<file path="src/rtl/hazard_pkg.sv">
// hazard_pkg: shared types for the hazard/forwarding controller.
// Stage indices, FSM states, tracker record and select encoding.
package hazard_pkg;

  localparam int ST_EX  = 0;
  localparam int ST_MEM = 1;
  localparam int ST_WB  = 2;

  localparam int SEL_RF = 0;

  // Widest register index a tracker record can hold.
  localparam int REG_AW_MAX = 8;

  typedef enum logic {
    RUN,
    MEM_WAIT
  } fsm_e;

  typedef struct packed {
    logic                  v;
    logic                  wen;
    logic                  ld;
    logic [REG_AW_MAX-1:0] dst;
  } stage_t;

endpackage

</file>
<file path="src/rtl/fwd_match.sv">
// fwd_match: priority matcher for one source operand.
// The youngest in-flight writer of the register wins.
module fwd_match
  import hazard_pkg::*;
#(
  parameter int DEPTH = 3,
  parameter int SEL_W = 2
) (
  input  stage_t [DEPTH-1:0] i_stg,
  input  logic [REG_AW_MAX-1:0] i_src,
  input  logic               i_used,
  output logic [SEL_W-1:0]   o_sel,
  output logic               o_hit_load0
);

  logic [SEL_W-1:0] w_sel;

  // Scan oldest to youngest so the lowest stage index is kept.
  always_comb begin
    w_sel = SEL_W'(SEL_RF);
    if (i_used && (i_src != '0)) begin
      for (int k = DEPTH - 1; k >= 0; k--) begin
        if (i_stg[k].v && i_stg[k].wen &&
            (i_stg[k].dst == i_src)) begin
          w_sel = SEL_W'(k + 1);
        end
      end
    end
  end

  assign o_sel       = w_sel;
  assign o_hit_load0 = (w_sel == SEL_W'(ST_EX + 1)) &&
                       i_stg[ST_EX].ld;

endmodule

</file>
<file path="src/rtl/hazard_fwd_ctrl.sv">
// hazard_fwd_ctrl: in-flight writer tracker, forward selects, stalls.
// Define HAZARD_PERF_CNT_EN to add saturating event counters.
module hazard_fwd_ctrl
  import hazard_pkg::*;
#(
  parameter int REG_AW  = 5,
  parameter int NUM_SRC = 2,
  parameter int DEPTH   = 3,
  parameter int SEL_W   = $clog2(DEPTH + 1)
) (
  input  logic                      clk,
  input  logic                      rst_n,
  input  logic                      id_valid,
  input  logic [NUM_SRC*REG_AW-1:0] id_src,
  input  logic [NUM_SRC-1:0]        id_src_used,
  input  logic [REG_AW-1:0]         id_dst,
  input  logic                      id_wen,
  input  logic                      id_is_load,
  input  logic                      mem_ready,
  input  logic                      flush,
  output logic                      stall,
  output logic                      hold_pipe,
  output logic                      issue,
  output logic [NUM_SRC*SEL_W-1:0]  fwd_sel
`ifdef HAZARD_PERF_CNT_EN
  ,
  output logic [31:0]               cnt_load_use,
  output logic [31:0]               cnt_mem_wait,
  output logic [31:0]               cnt_fwd
`endif
);

  if (DEPTH < ST_WB || REG_AW > REG_AW_MAX) begin : g_bad_cfg
    $error("hazard_fwd_ctrl: DEPTH >= 2 and REG_AW <= 8");
  end

  stage_t [DEPTH-1:0] r_stg;
  fsm_e               r_state;
  fsm_e               w_state_nxt;
  stage_t             w_in;
  logic [NUM_SRC-1:0] w_hit0;
  logic               w_mem_wait;
  logic               w_load_use;

  for (genvar s = 0; s < NUM_SRC; s++) begin : g_src
    fwd_match #(
      .DEPTH (DEPTH),
      .SEL_W (SEL_W)
    ) u_match (
      .i_stg       (r_stg),
      .i_src       (REG_AW_MAX'(id_src[s*REG_AW +: REG_AW])),
      .i_used      (id_src_used[s]),
      .o_sel       (fwd_sel[s*SEL_W +: SEL_W]),
      .o_hit_load0 (w_hit0[s])
    );
  end

  assign w_mem_wait = r_stg[ST_MEM].v && r_stg[ST_MEM].ld &&
                      !mem_ready;
  assign w_load_use = |w_hit0;

  assign hold_pipe = w_mem_wait;
  assign stall     = w_mem_wait || w_load_use;
  assign issue     = id_valid && !stall && !flush;

  // Entry for stage 0: the issuing instruction or a bubble.
  always_comb begin
    w_in = '0;
    if (issue) begin
      w_in.v   = 1'b1;
      w_in.wen = id_wen;
      w_in.ld  = id_is_load;
      w_in.dst = REG_AW_MAX'(id_dst);
    end
  end

  // Tag pipeline: shift on advance, freeze while memory waits.
  always_ff @(posedge clk or negedge rst_n) begin
    if (!rst_n) begin
      r_stg <= '0;
    end else if (!w_mem_wait) begin
      r_stg <= {r_stg[DEPTH-2:0], w_in};
    end
  end

  // FSM state register.
  always_ff @(posedge clk or negedge rst_n) begin
    if (!rst_n) begin
      r_state <= RUN;
    end else begin
      r_state <= w_state_nxt;
    end
  end

  // FSM next state: wait while the stage-1 load lacks data.
  always_comb begin
    w_state_nxt = r_state;
    unique case (r_state)
      RUN:      if (w_mem_wait) w_state_nxt = MEM_WAIT;
      MEM_WAIT: if (mem_ready)  w_state_nxt = RUN;
    endcase
  end

`ifdef HAZARD_PERF_CNT_EN
  logic [31:0] r_cnt_lu;
  logic [31:0] r_cnt_mw;
  logic [31:0] r_cnt_fwd;
  logic        w_fwd_ev;

  assign w_fwd_ev = issue && (fwd_sel != '0);

  // Saturating event counters.
  always_ff @(posedge clk or negedge rst_n) begin
    if (!rst_n) begin
      r_cnt_lu  <= '0;
      r_cnt_mw  <= '0;
      r_cnt_fwd <= '0;
    end else begin
      if (w_load_use && (r_cnt_lu != '1))
        r_cnt_lu <= r_cnt_lu + 32'd1;
      if (w_mem_wait && (r_cnt_mw != '1))
        r_cnt_mw <= r_cnt_mw + 32'd1;
      if (w_fwd_ev && (r_cnt_fwd != '1))
        r_cnt_fwd <= r_cnt_fwd + 32'd1;
    end
  end

  assign cnt_load_use = r_cnt_lu;
  assign cnt_mem_wait = r_cnt_mw;
  assign cnt_fwd      = r_cnt_fwd;
`endif

endmodule

</file>
<file path="config.mk">
export PLATFORM = sky130hd
export DESIGN_NAME = hazard_fwd_ctrl
export DESIGN_NICKNAME = d
export VERILOG_FILES = /design/src/rtl/hazard_pkg.sv /design/src/rtl/fwd_match.sv /design/src/rtl/hazard_fwd_ctrl.sv
export SDC_FILE = /design/constraint.sdc
export NUM_CORES = 1
export LEC_CHECK = 0
export CORE_MARGIN = 2
export CORE_UTILIZATION = 40
export DETAILED_ROUTE_END_ITERATION = 12
export PLACE_DENSITY_LB_ADDON = 0.05
export SYNTH_ARGS = -nofsm -noshare
export SYNTH_HDL_FRONTEND = slang
export SYNTH_SLANG_ARGS = --single-unit
</file>
<file path="constraint.sdc">
create_clock -name clk -period 3.7 [get_ports clk]
set_clock_uncertainty 0.2 [all_clocks]
set_input_delay 0.925 -clock clk [delete_from_list [all_inputs] [get_ports clk]]
set_output_delay 0.925 -clock clk [all_outputs]
set_load 0.01 [all_outputs]
</file>
==> results.cfg, run 1 <==
[outcome]
status = finished clean

[floorplanning]
fp.dieH_um = 62.37
ios = 31
rows = 21
fp.dieW_um = 62.37
design.die.area_um2 = 3889
start_util_pct = 41.16
core_area_um2 = 3311

[drt]
wl_um = 3476
dr.pass1.iters = 4
drc = 0
via_count = 1217
wl_met1_um = 1656
viasPerCell = 5.029
drt_iter0_drc = 40
wire_per_inst_um = 14.36
highest_layer = met4
wl_met2_um = 1633
postRouteAntennaNets = 0
route.met3.wl_um = 168

[sta]
fin_setup_tns_ns = 0
finalHoldViolCount = 0
drv_slew = 0
relSlewSlack_pct = 30.66
worst_slew_pin_slew_ns = 1.037
post-route-period-util_pct = 98.15
timing.final.crit_period_ns = 3.632
rsz0062_at_grt = no
finalSetupViolCount = 0
maxClockFrequency_mhz = 275.4

[cells_and_area]
layout-drive-gt1-share_pct = 20.92
nNetsFinal = 221
max_flop_register = r_stg
multi_input_area_um2 = 819.5
num-fill-cells = 326
syn_to_final_growth_pct = 41.41
final_cell_area_um2 = 1927
fin_util_pct = 58.20
diodes = 0
largest_reg_flops = 23
seq_area_um2 = 575.6
top_regs = r_stg: 23 flops

[global_routing]
grt_max_degree = 24
grtUsageTotal_pct = 19.15
grt_antenna_before_repair = 0
gr-total-overflow = 0
grt_pass1_wl_um = 5982
grt_pass1_vias = 1306

[synth]
yosys_most_used_dff = dfrtp_1
synth_cell_types = 26
synth_cells = 147
synth_common_cells = nand2_1 (38), dfrtp_1 (23), xor2_1 (16)
ys_warn_count = 0
synth.top_cells.by_area = dfrtp_1 (42%), nand2_1 (10%), xor2_1 (10%)
synth_area_um2 = 1363
synthArstFlopShare_pct = 100.0
postSynthAreaPerCell_um2 = 9.269
synth_top_area_share_pct = 42.24
yosys.area.top_type = dfrtp_1
syn-num-nets = 171
synth_most_common_cell = nand2_1
yosys_register_bits = 23
synth-edff-count = 0
ys_seq_area_share_pct = 42.24

[worst_setup_path]
arrival_ns = 2.51
startpoint_type = input port
worstPathMaxFanout = 3
worstPathRequired_ns = 2.57
worstSetupPathType = input port to output pin
rrSetupSlack_ns = 1.87
endpoint_kind = output pin

[flow_run]
maxCapViolCount = 0

[clock_network]
h-tree-depth = 1
cts_tree = yes
cts_made_buffers = 3
cts_root_buf = clkbuf_4
cts_buffer_depth = 2
clk_latency_ns = 0.31
cts_setup_buffers = 0
cts_hold_buf = 0
cts_num_sinks = 23
cts.clk_slew.worst_paths_ns = 0.14

[placed_design]
dpl_cell_area_um2 = 1861
gp_congestion = 0.8475
detailed_place_hpwl_um = 2613
port-buffer-count = 30

[power]
power.leakage_nw = 0.9407
ir_drop_uv = 147.0
total_power_mw = 0.4999
powerDensity_nw_per_um2 = 259.4

[min_path]
hold_class = flop to flop
==> power breakdown <==
part	internal (mW)	total [mW]	switching, mW	leakage, nW
clock network	0.0403	0.117	0.0762	0.0177
registers	0.263	0.277	0.0145	0.308
logic	0.0598	0.106	0.0464	0.615
total	0.363	0.500	0.137	0.941
==> layer usage <==
| metal | global-route usage [%] | up-vias |
|---|---|---|
| met2 | 30.30 | 34 |
| met1 | 26.16 | 584 |
| met5 | 0 | - |
| li1 | - | 597 |
| met4 | 6.944 | 0 |
| met3 | 3.804 | 2 |
==> placed cells by master (no fill, tap or decap), drive strengths merged <==
master and n:
dlygate4sd2 6, inv 2, xnor2 14, or4 2, nor3 2, a31oi 1
nor4 4, dlymetal6s2s 3, and3 7, dfrtp 23, and2 4, nand2 38
nand2b 2, nor2 4, xor2 16, a41oi 1, buf 22, clkbuf 4
clkdlybuf4s50 15, a22o 8, clkinv 1, nand3 3, a211oi 2, nand3b 1
nand4 4, o31a 1, nor2b 1, o21ai 3, clkdlybuf4s15 2
==> through the flow <==
stage	worst slack, ns	cells	hold WS, ns
floorplan	0.4722	147	0.2304
global placement	-0.4331	238	0.2459
detailed placement	-0.4233	238	0.2570
CTS	0.003808	242	0.2880
global route	0.007779	242	0.3126
finish	0.06844	242	0.2818
==> worst max-delay path: stages <==
cell and delay, ns:
clkdlybuf4s50_1 0.42, or4_4 0.50, o21ai_4 0.16, nor3_2 0.07, o21ai_4 0.16, and2_1 0.14
buf_2 0.12
==> kinds of logic (layout without fill, tap and decap cells) <==
group / count (synthesis) / after routing / share of synthesized area [%]
AO/OA/AOI/OAI: 16 / 16 / 11.02
XOR/XNOR: 30 / 30 / 19.28
flip-flops: 23 / 23 / 42.24
AND/OR/NAND/NOR: 72 / 72 / 25.80
buffers and inverters: 6 / 55 / 1.653
==> path summary, 6_finish.rpt <==
check,end,start,cells past startpoint
max in group asynchronous,r_stg[15]$_DFFE_PN0N_,rst_n,1
worst min register to register,r_stg[31]$_DFFE_PN0N_,r_stg[31]$_DFFE_PN0N_,2
min in group asynchronous,r_stg[12]$_DFFE_PN0N_,rst_n,1
worst max register to register,r_stg[0]$_DFFE_PN0N_,r_stg[4]$_DFFE_PN0N_,6
worst min-delay path,r_stg[31]$_DFFE_PN0N_,r_stg[31]$_DFFE_PN0N_,2
worst max-delay path,issue,id_src[3],7
==> timing repair <==
item / in CTS / in global routing
pin swaps: 10 / 13
endpoints found under the setup margin: 6 / 4
resized for setup: 28 / 11
==> cell type report <==
cell class	instances	share of cell area, %
Multi-Input combinational cell	118	42.53
Clock inverter	1	0.2597
Sequential cell	23	29.87
Tap cell	46	2.987
Timing Repair Buffer	49	22.79
Clock buffer	3	1.169
Inverter	2	0.3896
(Power assumes the default switching activity.)
==> inputs of run 2 (changes only) <==
- ABC_CLOCK_PERIOD_IN_PS: not set -> 3700
- GPL_TIMING_DRIVEN: not set -> 0
==> run 2 against run 1 <==
Power is 2.8% lower. Combinational power down 13%. Critical path depth stayed put. Via count is 1.2% lower. Count of clock-buffer cells in the layout stayed put. Non-clock buffer count decreased by 7. Fmax is 0.21% lower. Final area down 4.7%. Final cell count is 2.9% lower. Worst setup slack lost 0.0077 ns. Global-route usage up 0.13 points. Die area unchanged. Largest cell class unchanged.
==> results.cfg, run 2 (synthesis gave the netlist of run 1 again) <==
[flow_run]
maxCapViolCount = 0

[worst_setup_path]
startpoint_type = input port
rrSetupSlack_ns = 1.70
arrival_ns = 2.51
r2r-end = r_stg[8]$_DFFE_PN0N_
critPathLaunch = id_src[2]
worstSetupPathType = input port to output pin
worstPathRequired_ns = 2.57
worstPathMaxFanout = 4
r2r_cells = 7
rr_startpoint = r_stg[4]$_DFFE_PN0N_
endpoint_kind = output pin

[clock_network]
cts_root_buf = clkbuf_4
clk_latency_ns = 0.31
cts_tree = yes
cts_buffer_depth = 2
cts_num_sinks = 23
h-tree-depth = 1
cts_hold_buf = 0
cts_made_buffers = 3
cts.clk_slew.worst_paths_ns = 0.13

[drt]
via_count = 1202
wl_um = 3445
postRouteAntennaNets = 0
wire_per_inst_um = 14.66
dr.pass1.iters = 4
viasPerCell = 5.115
drt_iter0_drc = 71
drc = 0

[cells_and_area]
max_flop_register = r_stg
layout_commonest_cell = nand2_1
diodes = 0
layout-drive-gt1-share_pct = 17.99
top_regs = r_stg: 23 flops
largest_reg_flops = 23
nNetsFinal = 214
layout_common_cells = nand2_1 (38), dfrtp_1 (23), xor2_1 (16)
syn_to_final_growth_pct = 34.80
num-fill-cells = 342

[global_routing]
grt_antenna_before_repair = 0
grt_pass1_vias = 1233
grtUsageTotal_pct = 19.28
grt_pass1_wl_um = 5913
grt_max_degree = 24
gr-total-overflow = 0

[sta]
worst_slew_pin_slew_ns = 1.028
whs_ns = 0.2810
post-route-period-util_pct = 98.36
rsz0062_at_grt = no
finalHoldViolCount = 0
timing.final.crit_period_ns = 3.639
relSlewSlack_pct = 31.25
maxClockFrequency_mhz = 274.8
worst_slack_ns = 0.06074
finalSetupViolCount = 0
drv_slew = 0

[placed_design]
detailed_place_hpwl_um = 2587
gp_congestion = 0.8185
pre_cts_ws_ns = -0.7182
port-buffer-count = 30

[outcome]
status = finished clean

[min_path]
hp-start = r_stg[31]$_DFFE_PN0N_
whs_endpoint = r_stg[31]$_DFFE_PN0N_
whs_path_depth = 2
hold_class = flop to flop

[power]
power.leakage_nw = 0.8646
ir_drop_uv = 102.8
powerDensity_nw_per_um2 = 264.6

[floorplanning]
fp.dieW_um = 62.37
fp.dieH_um = 62.37
design.die.area_um2 = 3889
ios = 31
start_util_pct = 41.16
core_area_um2 = 3311
rows = 21
[run 2: metrics by stage]
stage	TNS [ns]	cell area (um2)	std cells	util, %	total power, mW
after CTS	0	1814	231	54.80	0.4895
after global placement	-2.969	1720	223	51.97	0.3684
after global routing	0	1837	235	55.48	0.5145
final	0	1837	235	55.48	0.4860
after floorplan	0	1363	147	-	0.3208
after detailed placement	-3.162	1720	223	51.97	0.3708
[run 2: worst max path at each step]
stage,end,slack [ns]
6_report,issue,0.06
5_1_grt,issue,0.02
4_1_cts,stall,0.003
3_5_place_dp,issue,-0.72
3_3_place_gp,issue,-0.68
2_1_floorplan,issue,0.47
[run 2: final cells by class]
class	count	area, um2	area share [%]
buffer	3	18.77	1.022
tap	46	57.56	3.134
clock inverter	1	5.005	0.2725
sequential	23	575.6	31.34
multi-input combinational	118	793.3	43.19
timing repair buffer	39	352.8	19.21
clock buffer	3	22.52	1.226
inverter	2	11.26	0.6131
[run 2: layer usage]
metal  routed length [um]  share of wire (%)  track usage (%)  vias up
met5                    0                  0                0        -
met2                 1653                 48            32.34       29
met1                 1629                 47            25.96      580
met4                   29               0.84            4.167        0
met3                  132                3.8            3.804        4
li1                     -                  -                -      589
[run 2: power breakdown]
| group | total [mW] | internal (mW) | switching (mW) |
|---|---|---|---|
| Combinational | 0.0921 | 0.0505 | 0.0416 |
| Sequential | 0.278 | 0.263 | 0.0150 |
| Clock | 0.116 | 0.0403 | 0.0758 |
| Total | 0.486 | 0.354 | 0.132 |
[run 2: what timing repair did]
action                                  in CTS  in global routing
buffers inserted                             5                  4
endpoints found under the setup margin       7                  2
pin swaps                                    4                  3
resized for setup                           42                  4
[run 2: critical path: stages]
cell and delay [ns]:
clkdlybuf4s15_2 0.23, or4_4 0.56, o21ai_4 0.17, nor3_2 0.08, o21ai_4 0.17, and2_1 0.15
clkdlybuf4s15_1 0.23
